### src/rtl/io_user_buttons_pkg.sv
// Shared constants and types for the user button/switch conditioning path.
// Tick defaults are derived from the 10 kHz debounce enable.
package io_user_buttons_pkg;

   localparam int CE_HZ          = 10000;
   localparam int DEBOUNCE_MS    = 20;
   localparam int LONG_MS        = 1000;
   localparam int DEBOUNCE_TICKS = CE_HZ * DEBOUNCE_MS / 1000;
   localparam int LONG_TICKS     = CE_HZ * LONG_MS / 1000;
   localparam int CNT_WIDTH      = 14;

   typedef enum logic [1:0] {
      ST_LOW      = 2'd0,
      ST_ARM_HIGH = 2'd1,
      ST_HIGH     = 2'd2,
      ST_ARM_LOW  = 2'd3
   } deb_state_t;

endpackage

### src/rtl/io_user_buttons_debounce_channel.sv
// One input bit: 2-FF synchroniser, CE-driven debounce FSM with press/release
// strobes, and an optional long-press detector.
//
// state       | meaning
// ST_LOW      | accepted level 0, counter idle
// ST_ARM_HIGH | accepted level 0, input high, counting CE ticks
// ST_HIGH     | accepted level 1, counter idle
// ST_ARM_LOW  | accepted level 1, input low, counting CE ticks
module io_user_buttons_debounce_channel
   import io_user_buttons_pkg::*;
#(
   parameter int P_DEBOUNCE_TICKS = DEBOUNCE_TICKS,
   parameter int P_LONG_TICKS     = LONG_TICKS,
   parameter int P_CNT_WIDTH      = CNT_WIDTH,
   parameter bit P_LONG_EN        = 1'b1
) (
   input  logic clk,
   input  logic rst,
   input  logic ce,
   input  logic raw,
   output logic level,
   output logic press,
   output logic rel,
   output logic lng
);

   localparam logic [P_CNT_WIDTH-1:0] DEB_LAST  = P_CNT_WIDTH'(P_DEBOUNCE_TICKS - 1);
   localparam logic [P_CNT_WIDTH-1:0] LONG_LAST = P_CNT_WIDTH'(P_LONG_TICKS - 1);

   logic [1:0]             sync;
   logic                   s;
   deb_state_t             state, state_nxt;
   logic [P_CNT_WIDTH-1:0] cnt, cnt_nxt;
   logic                   stable;
   logic                   accept;
   logic                   press_nxt, rel_nxt;

   assign s      = sync[1];
   assign stable = (state == ST_HIGH) || (state == ST_ARM_LOW);
   assign level  = stable;

   always_ff @(posedge clk) begin
      if (rst) begin
         sync  <= '0;
         state <= ST_LOW;
         cnt   <= '0;
         press <= 1'b0;
         rel   <= 1'b0;
      end else begin
         sync  <= {sync[0], raw};
         state <= state_nxt;
         cnt   <= cnt_nxt;
         press <= press_nxt;
         rel   <= rel_nxt;
      end
   end

   // Any return of s to the accepted level drops the partial count.
   always_comb begin
      state_nxt = state;
      cnt_nxt   = cnt;
      accept    = 1'b0;
      if (s == stable) begin
         state_nxt = stable ? ST_HIGH : ST_LOW;
         cnt_nxt   = '0;
      end else if (ce) begin
         if (cnt == DEB_LAST) begin
            accept    = 1'b1;
            state_nxt = stable ? ST_LOW : ST_HIGH;
            cnt_nxt   = '0;
         end else begin
            state_nxt = stable ? ST_ARM_LOW : ST_ARM_HIGH;
            cnt_nxt   = cnt + 1'b1;
         end
      end
   end

   always_comb begin
      press_nxt = accept && !stable;
      rel_nxt   = accept && stable;
   end

   if (P_LONG_EN) begin : g_long
      logic [P_CNT_WIDTH-1:0] hcnt;
      logic                   done;
      logic                   lng_q;

      always_ff @(posedge clk) begin
         if (rst || !stable) begin
            hcnt  <= '0;
            done  <= 1'b0;
            lng_q <= 1'b0;
         end else begin
            lng_q <= 1'b0;
            if (ce && !done) begin
               if (hcnt == LONG_LAST) begin
                  lng_q <= 1'b1;
                  done  <= 1'b1;
               end else begin
                  hcnt <= hcnt + 1'b1;
               end
            end
         end
      end

      assign lng = lng_q;
   end else begin : g_no_long
      assign lng = 1'b0;
   end

endmodule

### src/rtl/io_user_buttons.sv
// Conditions board push-buttons and slide switches into clean levels plus
// single-cycle press/release/long-press events on the 100 MHz clock.
module io_user_buttons
   import io_user_buttons_pkg::*;
#(
   parameter int P_BTN_NUM        = 4,
   parameter int P_SW_NUM         = 4,
   parameter int P_DEBOUNCE_TICKS = DEBOUNCE_TICKS,
   parameter int P_LONG_TICKS     = LONG_TICKS,
   parameter int P_CNT_WIDTH      = CNT_WIDTH
) (
   input  logic                 I_CLK_100MHZ,
   input  logic                 I_RST,
   input  logic                 I_CE_10KHZ,
   input  logic [P_BTN_NUM-1:0] I_BTN,
   input  logic [P_SW_NUM-1:0]  I_SW,
   output logic [P_BTN_NUM-1:0] O_BTN_LEVEL,
   output logic [P_BTN_NUM-1:0] O_BTN_PRESS,
   output logic [P_BTN_NUM-1:0] O_BTN_RELEASE,
   output logic [P_BTN_NUM-1:0] O_BTN_LONG,
   output logic [P_SW_NUM-1:0]  O_SW_LEVEL
);

   // Switch channels share the debounce core; their event strobes are dropped.
   logic [P_SW_NUM-1:0] sw_press_unused;
   logic [P_SW_NUM-1:0] sw_rel_unused;
   logic [P_SW_NUM-1:0] sw_long_unused;

   for (genvar i = 0; i < P_BTN_NUM; i++) begin : g_btn
      io_user_buttons_debounce_channel #(
         .P_DEBOUNCE_TICKS(P_DEBOUNCE_TICKS),
         .P_LONG_TICKS    (P_LONG_TICKS),
         .P_CNT_WIDTH     (P_CNT_WIDTH),
         .P_LONG_EN       (1'b1)
      ) u_chan (
         .clk  (I_CLK_100MHZ),
         .rst  (I_RST),
         .ce   (I_CE_10KHZ),
         .raw  (I_BTN[i]),
         .level(O_BTN_LEVEL[i]),
         .press(O_BTN_PRESS[i]),
         .rel  (O_BTN_RELEASE[i]),
         .lng  (O_BTN_LONG[i])
      );
   end

   for (genvar i = 0; i < P_SW_NUM; i++) begin : g_sw
      io_user_buttons_debounce_channel #(
         .P_DEBOUNCE_TICKS(P_DEBOUNCE_TICKS),
         .P_LONG_TICKS    (P_LONG_TICKS),
         .P_CNT_WIDTH     (P_CNT_WIDTH),
         .P_LONG_EN       (1'b0)
      ) u_chan (
         .clk  (I_CLK_100MHZ),
         .rst  (I_RST),
         .ce   (I_CE_10KHZ),
         .raw  (I_SW[i]),
         .level(O_SW_LEVEL[i]),
         .press(sw_press_unused[i]),
         .rel  (sw_rel_unused[i]),
         .lng  (sw_long_unused[i])
      );
   end

endmodule

### config.mk
export PLATFORM = sky130hd
export DESIGN_NAME = io_user_buttons
export DESIGN_NICKNAME = d
export VERILOG_FILES = /design/src/rtl/io_user_buttons_pkg.sv /design/src/rtl/io_user_buttons_debounce_channel.sv /design/src/rtl/io_user_buttons.sv
export SDC_FILE = /design/constraint.sdc
export NUM_CORES = 1
export LEC_CHECK = 0
export CORE_UTILIZATION = 55
export CTS_BUF_LIST = sky130_fd_sc_hd__clkbuf_4 sky130_fd_sc_hd__clkbuf_8
export DETAILED_ROUTE_END_ITERATION = 10
export DONT_BUFFER_PORTS = 1
export PLACE_DENSITY = 0.7
export SKIP_LAST_GASP = 1
export SYNTH_ARGS = -nofsm -noshare
export SYNTH_HDL_FRONTEND = slang
export SYNTH_HIERARCHICAL = 1
export SYNTH_SLANG_ARGS = --single-unit
### constraint.sdc
create_clock -name I_CLK_100MHZ -period 2.67 [get_ports I_CLK_100MHZ]
set_clock_uncertainty 0.1 [all_clocks]
set_input_delay 0.6675 -clock I_CLK_100MHZ [delete_from_list [all_inputs] [get_ports I_CLK_100MHZ]]
set_output_delay 0.6675 -clock I_CLK_100MHZ [all_outputs]
set_load 0.01 [all_outputs]
After elaboration in Yosys (flattened, before gate mapping)
Cells that the tools add are included.
- add/sub/neg operators: 12
- equality and inequality tests: 36
- multiplexer cells: 72
- bitwise logic cells: 8
- reductions and logical operators: 60
- operator list (cell ; number):
    adder 14 x 1 -> 14 bit, second input constant ; 12
    == test 14 x 8 -> 1 bit, second input constant ; 8
    2-to-1 mux 14 bit ; 8
    2-to-1 mux 2 bit ; 48
    == test 14 bit, second input constant ; 4
    == test 2 bit, second input constant ; 16
    OR reduction 2 bit ; 12
    2-to-1 mux 1 bit ; 16
    AND reduction 2 bit ; 8
    nonzero test 2 bit ; 8
    logical AND 1 bit ; 12
    logical OR 1 bit ; 12
    == test 1 bit ; 8
    logical NOT 1 bit ; 8
    inverter 1 bit ; 8
- bits in registers: 216
- input bits: 11
- word-level logic and storage cells: 232

Logic depth before layout (Yosys ltp)
Gate-level depths: netlist (run 1).
- depth after elaboration: 6
- mapped depth: 6
- gate-level depth less buffers: 5

Modules after synthesis
Netlist (run 1), hierarchy kept.
- by module, submodules not included (module ; times used ; cells an instance ; area each (um^2) ; seq. area each (um^2)):
    io_user_buttons_debounce_channel at g_btn[0].u_chan ... ; 4 ; 172 ; 1570.3 ; 700.7
    io_user_buttons_debounce_channel at g_sw[0].u_chan ... ; 4 ; 89 ; 849.6 ; 380.4

Least setup slack after synthesis (run 1)
Ideal clock, no wire load.
- path kind: input to register
- start: in I_CE_10KHZ
- end: reg g_btn[0].u_chan.cnt[0]
- library setup time: 0.126 ns
- data arrival time: 1.775 ns
- data required time: 2.444 ns
- path slack: 0.669 ns
- stages: 6
- path buffers: 2
- cell sequence: buf_2 > and4_1 > nand2_1 > o21ai_1 > clkbuf_1 > nor2_1
- RTL lines (element ; line ; text):
    start: declaration ; io_user_buttons.sv:14 ; input logic I_CE_10KHZ,
    end signal: assignment ; io_user_buttons_debounce_channel.sv:52 ; cnt <= cnt_nxt;
    end: declaration ; io_user_buttons_debounce_channel.sv:33 ; logic [P_CNT_WIDTH-1:0] cnt, cnt_nxt;

Final worst setup path (run 1)
- start: reg g_btn[0].u_chan.g_long.hcnt[4]
- end: reg g_btn[0].u_chan.g_long.hcnt[0]
- word-level cells in the longest chain between the ends: 3
- RTL lines (element ; line ; text):
    start: declaration ; io_user_buttons_debounce_channel.sv:84 ; logic [P_CNT_WIDTH-1:0] hcnt;
    start signal: assignment ; io_user_buttons_debounce_channel.sv:100 ; hcnt <= hcnt + 1'b1;
    == test 14 bit ; io_user_buttons_debounce_channel.sv:96 ; if (hcnt == LONG_LAST) begin
    inverter 1 bit (no line) ; -- ;
    AND reduction 2 bit (no line) ; -- ;
Every way passes these cells.
A chain may end at the register's enable or synchronous reset.

==> flow_summary_export.csv, run 1 <==
group,metric,value,unit
clock_network,cts.clk_slew.worst_paths,0.06,ns
worst_setup_path,critical_path_required,2.96,ns
clock_network,clock_latency,0.52,ns
clock_network,clockBufferDepth,3,
floorplan,core_area,16600,sq um
outcome,outcome,"complete, no violations",
layout,drive_above_1_share,12.6,%
clock_network,cts.sinks,208,
timing,period_needed,2.12,ns
drt,drtIter0Drc,292,
layout,final_cell_mix,"dfxtp_1, nor2_1, xor2_1, xnor2_1, nand4_1",
floorplan,start_util,56.5,%
layout,layout.cells.non_filler,1273,
timing,finalMaxSlewViolations,0,
floorplan,rows,47,
timing,tightest_slew,0.659,ns
logic_synthesis,synthCells,1020,
job,cap_viol_max_count,0,
floorplan,die_area,17600,sq um
logic_synthesis,synth_area,9400,sq um
timing,tns,0,ns
floorplan,die_y,133,um
global_routing,grt_pass1_wl,29.9,mm
layout,nets,1051,
min_path,hold_class,"in2reg",
floorplan,ios,31,
global_routing,grt_max_degree,65,
timing,min_period_over_period,79.4,%
clock_network,cts_buffers,37,
logic_synthesis,synthesis.nets,1043,
worst_setup_path,endpoint_kind,"register",
drt,postRouteAntennaNets,0,
timing,hold_viol_final,0,
layout,antenna_cells,0,
drt,drc,0,
drt,finalWirelength,17.1,mm
worst_setup_path,arrival,2.41,ns
worst_setup_path,worst-path-max-fanout,11,
drt,drtPass1Iterations,4,
clock_network,cts_max_level,2,
place,dp.cells,1209,
global_routing,antenna_found_initial,0,
global_routing,first_global_vias,6543,
layout,post-route-cell-area,10300,sq um
worst_setup_path,worst-setup-path-type,"reg2reg",
clock_network,cts_repair_resize_count,0,
logic_synthesis,syn_avg_cell_area,9.22,sq um
clock_network,cts_tree,"yes",
place,placed_cell_area,9530,sq um
global_routing,gr-total-overflow,0,
layout,area_growth,9.85,%
timing,timing.slew.headroom,56.1,%
global_routing,grtUsageTotal,20.1,%
clock_network,root_buffer,"clkbuf_8",
timing,rsz0062_at_grt,"no",
place,dp_hpwl,11.1,mm
clock_network,postCtsHoldBufs,0,
layout,final_common_cell,"dfxtp_1",
drt,via_count,6970,
drt,routed_via_density,5.48,
place,globalplace.congestion,0.811,
floorplan,fp.dieW,133,um
timing,finalSetupViolations,0,
place,port_buffers,0,
pwr,p_leak,3.32,nW
timing,clock.fmax,472,MHz
pwr,powerDensity,614,nW/um^2
clock_network,postCtsSetupBuffers,0,
pwr,irDropWorstVdd,0.517,mV
pwr,power.total,0.00635,W
drt,wl_per_cell,13.5,um
worst_setup_path,startpoint_type,"register",
logic_synthesis,yosys_warnings,6,
timing,hold_ws,0.113,ns
[worst paths after layout]
path         slack (ns)                                         from                                           to  cells past startpoint
max                0.55  g_btn[0].u_chan/g_long.hcnt[4]$_SDFFE_PP0P_  g_btn[0].u_chan/g_long.hcnt[0]$_SDFFE_PP0P_                      5
min                0.11                                        I_RST           g_btn[2].u_chan/sync[0]$_SDFF_PP0_                      1
max reg2reg        0.55  g_btn[0].u_chan/g_long.hcnt[4]$_SDFFE_PP0P_  g_btn[0].u_chan/g_long.hcnt[0]$_SDFFE_PP0P_                      5
min reg2reg        0.34           g_btn[0].u_chan/sync[0]$_SDFF_PP0_           g_btn[0].u_chan/sync[1]$_SDFF_PP0_                      1
[area by class of cell]
cell class              count  area (sq um)
clock buffers              56           708
clock inverters             8          95.1
fillers                  1406          6310
inverters                  12          45.0
multi-input cells         760          4970
flip-flops and latches    208          4160
well taps                 220           275
repair buffers              9          67.6
[per-layer routing]
layer | part of all wire (%) | up-vias | global-route usage (%)
met5 | 0 | - | 0
met4 | 1.9 | 0 | 6.77
met3 | 3.1 | 29 | 4.64
met2 | 45 | 75 | 32.2
met1 | 50 | 3236 | 26.8
li1 | - | 3630 | -
[worst max-delay path, stage by stage, from the launching register on]
cell and delay [ns]:
dfxtp_1 0.36, or4_4 0.57, o41ai_4 0.48, buf_4 0.26, xor2_1 0.16, nor2_1 0.05
[state kept, by name, summed over array words and instances, names as in the netlist]
name / count
g_sw.u_chan/state: 4
g_btn.u_chan/g_long.hcnt: 56
g_sw.u_chan/sync: 8
g_btn.u_chan/lng: 4
g_btn.u_chan/g_long.done: 4
g_btn.u_chan/press: 4
g_btn.u_chan/rel: 4
g_sw.u_chan/cnt: 56
g_btn.u_chan/cnt: 56
g_btn.u_chan/state: 4
g_btn.u_chan/sync: 8
[through the flow]
stage	setup WS [ns]	util, %
2_1_floorplan	0.669	-
3_3_place_gp	0.448	57.2
3_5_place_dp	0.401	57.2
4_1_cts	0.550	62.1
5_1_grt	0.414	62.1
6_report	0.551	62.1
[where the power goes]
part / internal (W) / total, W / switching (W)
clock network: 0.00188 / 0.00313 / 0.00125
registers: 0.00312 / 0.00313 / 0.00000781
logic: 0.0000384 / 0.0000851 / 0.0000467
Power figures use the tool's default switching activity.
==> inputs of run 2 (changes only) <==
PLACE_DENSITY = 0.73   (was 0.7)
clock period = 1.7 ns   (was 2.67 ns; I/O delays follow)
==> flow_summary_export.csv, run 2 (synthesis gave the netlist of run 1 again) <==
group,metric,value,unit
clock_network,clockBufferDepth,3,
worst_setup_path,worst-path-max-fanout,4,
global_routing,first_global_vias,7300,
floorplan,core_area,16600,sq um
timing,hold_viol_final,0,
worst_setup_path,critical_path_required,2.00,ns
worst_setup_path,crit_family,"simple AND/OR/NAND/NOR gates",
layout,final_cell_mix,"dfxtp_1, nor2_1, buf_4, xor2_1, xnor2_1",
drt,drtIter0Drc,318,
floorplan,die_y,133,um
worst_setup_path,r2r_cells,5,
timing,finalMaxSlewViolations,0,
floorplan,die_area,17600,sq um
global_routing,grt_max_degree,46,
floorplan,start_util,56.5,%
floorplan,fp.dieW,133,um
timing,tightest_slew,1.06,ns
worst_setup_path,slowest_delay,0.55,ns
clock_network,cts.clk_slew.worst_paths,0.06,ns
worst_setup_path,endpoint_kind,"register",
global_routing,gr-total-overflow,0,
layout,area_growth,22.6,%
min_path,whs_endpoint,"g_btn[1].u_chan/press$_SDFF_PP0_",
min_path,min_path_cells,2,
global_routing,grtUsageTotal,22.1,%
timing,hold_ws,0.0359,ns
clock_network,cts.sinks,208,
timing,period_needed,1.80,ns
drt,drtPass1Iterations,4,
job,cap_viol_max_count,0,
place,dp.cells,1310,
layout,post-route-cell-area,11500,sq um
global_routing,grt_pass1_wl,32.7,mm
worst_setup_path,slowest_stage,"or4_4",
worst_setup_path,startpoint_type,"register",
drt,routed_via_density,5.46,
worst_setup_path,cp_cell_sequence,"or4_4 -> o41ai_4 -> buf_4 -> nor4_1 -> o21a_1",
timing,min_period_over_period,106,%
worst_setup_path,reg2reg_from,"g_btn[2].u_chan/g_long.hcnt[6]$_SDFFE_PP0P_",
floorplan,ios,31,
layout,reg_top3,"g_btn.u_chan/cnt x56, g_btn.u_chan/g_long.hcnt x56, g_sw.u_chan/cnt x56",
clock_network,root_buffer,"clkbuf_8",
pwr,irDropWorstVdd,1.10,mV
clock_network,cts_max_level,2,
outcome,outcome,"finished, violations left",
drt,finalWirelength,19.3,mm
clock_network,cts_tree,"yes",
timing,timing.slew.headroom,29.1,%
clock_network,clock_latency,0.50,ns
drt,via_count,7588,
clock_network,cts_buffers,36,
pwr,powerDensity,880,nW/um^2
drt,postRouteAntennaNets,0,
layout,n_fill_cell,1321,
layout,nets,1170,
floorplan,rows,47,
outcome,violations,"negative setup slack",
worst_setup_path,worst-setup-path-type,"reg2reg",
place,placed_cell_area,10300,sq um
timing,rsz0062_at_grt,"yes",
min_path,hold_class,"in2reg",
pwr,p_leak,4.04,nW
layout,antenna_cells,0,
timing,timing.final.ws_setup,-0.0996,ns
layout,drive_above_1_share,25.0,%
place,port_buffers,0,
drt,wl_per_cell,13.9,um
place,dp_hpwl,12.2,mm
place,globalplace.congestion,0.833,
worst_setup_path,reg2reg_to,"g_btn[2].u_chan/g_long.hcnt[10]$_SDFFE_PP0P_",
min_path,hold_start,"I_RST",
layout,final_common_cell,"dfxtp_1",
worst_setup_path,critPathBufInv,1,
timing,clock.fmax,556,MHz
layout,layout.cells.non_filler,1391,
timing,finalSetupViolations,36,
drt,drc,0,
global_routing,antenna_found_initial,0,
worst_setup_path,ff2ff_setup_slack,-0.1,ns
worst_setup_path,arrival,2.10,ns
## run 2: power breakdown
| part | internal, W | switching (W) | leakage (nW) | total, W |
|---|---|---|---|---|
| clock network | 0.00306 | 0.00195 | 0.431 | 0.00501 |
| registers | 0.00490 | 0.0000106 | 1.68 | 0.00491 |
| logic | 0.000111 | 0.000115 | 1.93 | 0.000226 |
| total | 0.00807 | 0.00207 | 4.04 | 0.0101 |
## run 2: layout make-up
| class | count | area (sq um) | area share, % |
|---|---|---|---|
| clock buffer | 53 | 692 | 6.00 |
| clock inverter | 9 | 120 | 1.04 |
| inverter | 12 | 45.0 | 0.391 |
| multi-input combinational | 760 | 5190 | 45.1 |
| sequential | 208 | 4180 | 36.2 |
| tap | 220 | 275 | 2.39 |
| timing repair buffer | 129 | 1030 | 8.90 |
## run 2: how the worst max path moves through the flow
stage / endpoint / cells past startpoint / startpoint
6_report: g_btn[2].u_chan/g_long.hcnt[10]$_SDFFE_PP0P_ / 5 / g_btn[2].u_chan/g_long.hcnt[6]$_SDFFE_PP0P_
5_1_grt: g_btn[0].u_chan/g_long.hcnt[13]$_SDFFE_PP0P_ / 5 / g_btn[0].u_chan/g_long.hcnt[6]$_SDFFE_PP0P_
4_1_cts: g_btn[3].u_chan/g_long.hcnt[4]$_SDFFE_PP0P_ / 6 / g_btn[3].u_chan/g_long.hcnt[6]$_SDFFE_PP0P_
3_5_place_dp: g_btn[2].u_chan/g_long.hcnt[13]$_SDFFE_PP0P_ / 5 / I_CE_10KHZ
3_3_place_gp: g_btn[2].u_chan/g_long.hcnt[12]$_SDFFE_PP0P_ / 5 / I_CE_10KHZ
2_1_floorplan: g_btn[0].u_chan/g_long.hcnt[0]$_SDFFE_PP0P_ / 5 / g_btn[0].u_chan/g_long.hcnt[6]$_SDFFE_PP0P_
## run 2: per-layer routing
metal	up-vias	wire length [um]	global-route usage, %
met4	0	399	7.60
li1	3856	-	-
met2	108	9210	37.7
met3	34	670	4.18
met5	-	0	0
met1	3590	9040	27.9
## run 2: through the flow
stage | utilization, % | setup slack [ns] | TNS [ns] | power (W)
after floorplan | - | -0.117 | -1.96 | 0.00516
after global placement | 61.8 | -0.0889 | -1.41 | 0.00517
after detailed placement | 61.8 | -0.156 | -2.23 | 0.00517
after CTS | 68.2 | -0.0970 | -1.61 | 0.0103
after global routing | 69.3 | -0.174 | -4.65 | 0.0105
final | 69.3 | -0.0996 | -2.17 | 0.0101
## run 2: repair_timing
item                       4_1_cts  5_1_grt
hold buffers                    10        0
hold endpoints to repair        41        0
resized for setup               30       35
setup buffers                    4        2
pin swaps                       15       22
cloned                           2        1
setup endpoints to repair       32       79
==> inputs of run 3 (changes only) <==
CORE_ASPECT_RATIO = 2   (was unset)
==> flow_summary_export.csv, run 3 (synthesis gave the netlist of run 1 again) <==
group,metric,value,unit
timing,clock.fmax,529,MHz
floorplan,ios,31,
floorplan,core_area,16800,sq um
worst_setup_path,cp_cell_sequence,"or4_4 -> o41ai_4 -> buf_4 -> buf_6 -> or3_1 -> a21oi_1",
global_routing,grtUsageTotal,23.5,%
floorplan,rows,67,
layout,regArea,4180,sq um
drt,drtPass1Iterations,5,
layout,antenna_cells,0,
pwr,p_leak,4.00,nW
floorplan,die_y,187,um
place,dp_worst_setup_slack,-0.194,ns
place,dp.cells,1307,
drt,postRouteAntennaNets,0,
timing,hold_viol_final,0,
timing,min_period_over_period,111,%
place,port_buffers,0,
pwr,powerDensity,800,nW/um^2
layout,n_fill_cell,1335,
outcome,outcome,"finished, violations left",
worst_setup_path,worst-path-max-fanout,5,
layout,area_growth,22.1,%
layout,final_common_cell,"dfxtp_1",
layout,multiInputGateArea,5230,sq um
drt,drtIter0Drc,323,
timing,timing.final.ws_setup,-0.190,ns
timing,finalSetupViolations,39,
timing,timing.slew.headroom,67.5,%
job,cap_viol_max_count,0,
worst_setup_path,crit_family,"simple AND/OR/NAND/NOR gates",
pwr,irDropWorstVdd,0.755,mV
global_routing,gr-total-overflow,0,
timing,rsz0062_at_grt,"yes",
timing,tns,-3.36,ns
clock_network,root_buffer,"clkbuf_8",
layout,layout.cells.non_filler,1380,
clock_network,cts_max_level,1,
worst_setup_path,critPathBufInv,2,
timing,period_needed,1.89,ns
place,dp_hpwl,13.6,mm
worst_setup_path,slowest_stage,"or4_4",
layout,post-route-cell-area,11500,sq um
clock_network,cts_tree,"yes",
clock_network,cts.clk_slew.worst_paths,0.07,ns
global_routing,grt_max_degree,38,
global_routing,antenna_found_initial,0,
clock_network,cts_buffers,29,
pwr,power.total,0.00918,W
outcome,violations,"negative setup slack",
global_routing,grt_pass1_wl,34.3,mm
worst_setup_path,worst-setup-path-type,"reg2reg",
clock_network,cts.sinks,208,
floorplan,die_area,17700,sq um
clock_network,clockBufferDepth,3,
layout,final_cell_mix,"dfxtp_1, nor2_1, buf_4, xor2_1, xnor2_1",
layout,reg_top3,"g_btn.u_chan/cnt x56, g_btn.u_chan/g_long.hcnt x56, g_sw.u_chan/cnt x56",
worst_setup_path,arrival,2.22,ns
worst_setup_path,critical_path_required,2.03,ns
clock_network,clock_latency,0.55,ns
worst_setup_path,endpoint_kind,"register",
place,placed_cell_area,10300,sq um
timing,tightest_slew,0.487,ns
drt,drc,0,
drt,finalWirelength,20.5,mm
layout,nets,1175,
floorplan,start_util,56.1,%
layout,drive_above_1_share,25.4,%
worst_setup_path,startpoint_type,"register",
place,globalplace.congestion,0.866,
drt,routed_via_density,5.62,
min_path,hold_class,"in2reg",
global_routing,first_global_vias,7726,
timing,finalMaxSlewViolations,0,
floorplan,fp.dieW,94.5,um
worst_setup_path,slowest_delay,0.55,ns
drt,via_count,7750,
drt,wl_per_cell,14.8,um
==> run 3: layout make-up <==
cell class                 count  area share [%]
tap                          207            2.26
clock inverter                10           0.676
multi-input combinational    760            45.5
sequential                   208            36.4
clock buffer                  42            4.65
timing repair buffer         141            10.1
inverter                      12           0.392
==> run 3: repair_timing <==
item,4_1_cts,5_1_grt
hold endpoints to repair,54,0
hold buffers,11,0
endpoints found under the setup margin,35,119
pin swaps,22,27
buffers inserted,6,4
gates resized for setup,34,47
gates cloned,2,0
==> run 3: path summary, 6_finish.rpt <==
path                                                             startpoint                                          end  slack, ns  cells after the start
worst max register to register  g_btn[3].u_chan/g_long.hcnt[5]$_SDFFE_PP0P_  g_btn[3].u_chan/g_long.hcnt[9]$_SDFFE_PP0P_      -0.19                      6
worst max-delay path            g_btn[3].u_chan/g_long.hcnt[5]$_SDFFE_PP0P_  g_btn[3].u_chan/g_long.hcnt[9]$_SDFFE_PP0P_      -0.19                      6
worst min-delay path                                             I_CE_10KHZ          g_btn[1].u_chan/cnt[2]$_SDFFE_PP0P_       0.03                      3
worst min register to register           g_btn[3].u_chan/sync[0]$_SDFF_PP0_           g_btn[3].u_chan/sync[1]$_SDFF_PP0_       0.34                      1
==> run 3: worst reg2reg max path, delay by kind of cell, from the launching register on <==
| family | cells | cell delay (ns) |
|---|---|---|
| AO/OA/AOI/OAI | 2 | 0.40 |
| buffers and inverters | 2 | 0.30 |
| AND/OR/NAND/NOR | 2 | 0.64 |
| flip-flops | 1 | 0.32 |
==> run 3: routing by layer <==
layer  track usage (%)  wire length (um)  vias up
li1                  -                 -     3861
met5                 0                 0        -
met4              9.62               585        0
met3              3.25               670       42
met1              24.8              7940     3727
met2              44.8             11300      120
==> run 3: power breakdown <==
| group | internal [W] | leakage, nW | total [W] | switching [W] |
|---|---|---|---|---|
| logic | 0.000124 | 1.99 | 0.000251 | 0.000127 |
| clock network | 0.00218 | 0.329 | 0.00402 | 0.00185 |
| registers | 0.00489 | 1.68 | 0.00490 | 0.0000113 |
==> run 3: per-stage QoR <==
| step | util (%) | hold WS, ns |
|---|---|---|
| 5_1_grt | 68.5 | 0.0326 |
| 3_5_place_dp | 61.7 | 0.320 |
| 4_1_cts | 67.2 | 0.000631 |
| 3_3_place_gp | 61.7 | 0.323 |
| 2_1_floorplan | - | 0.314 |
| 6_report | 68.5 | 0.0306 |
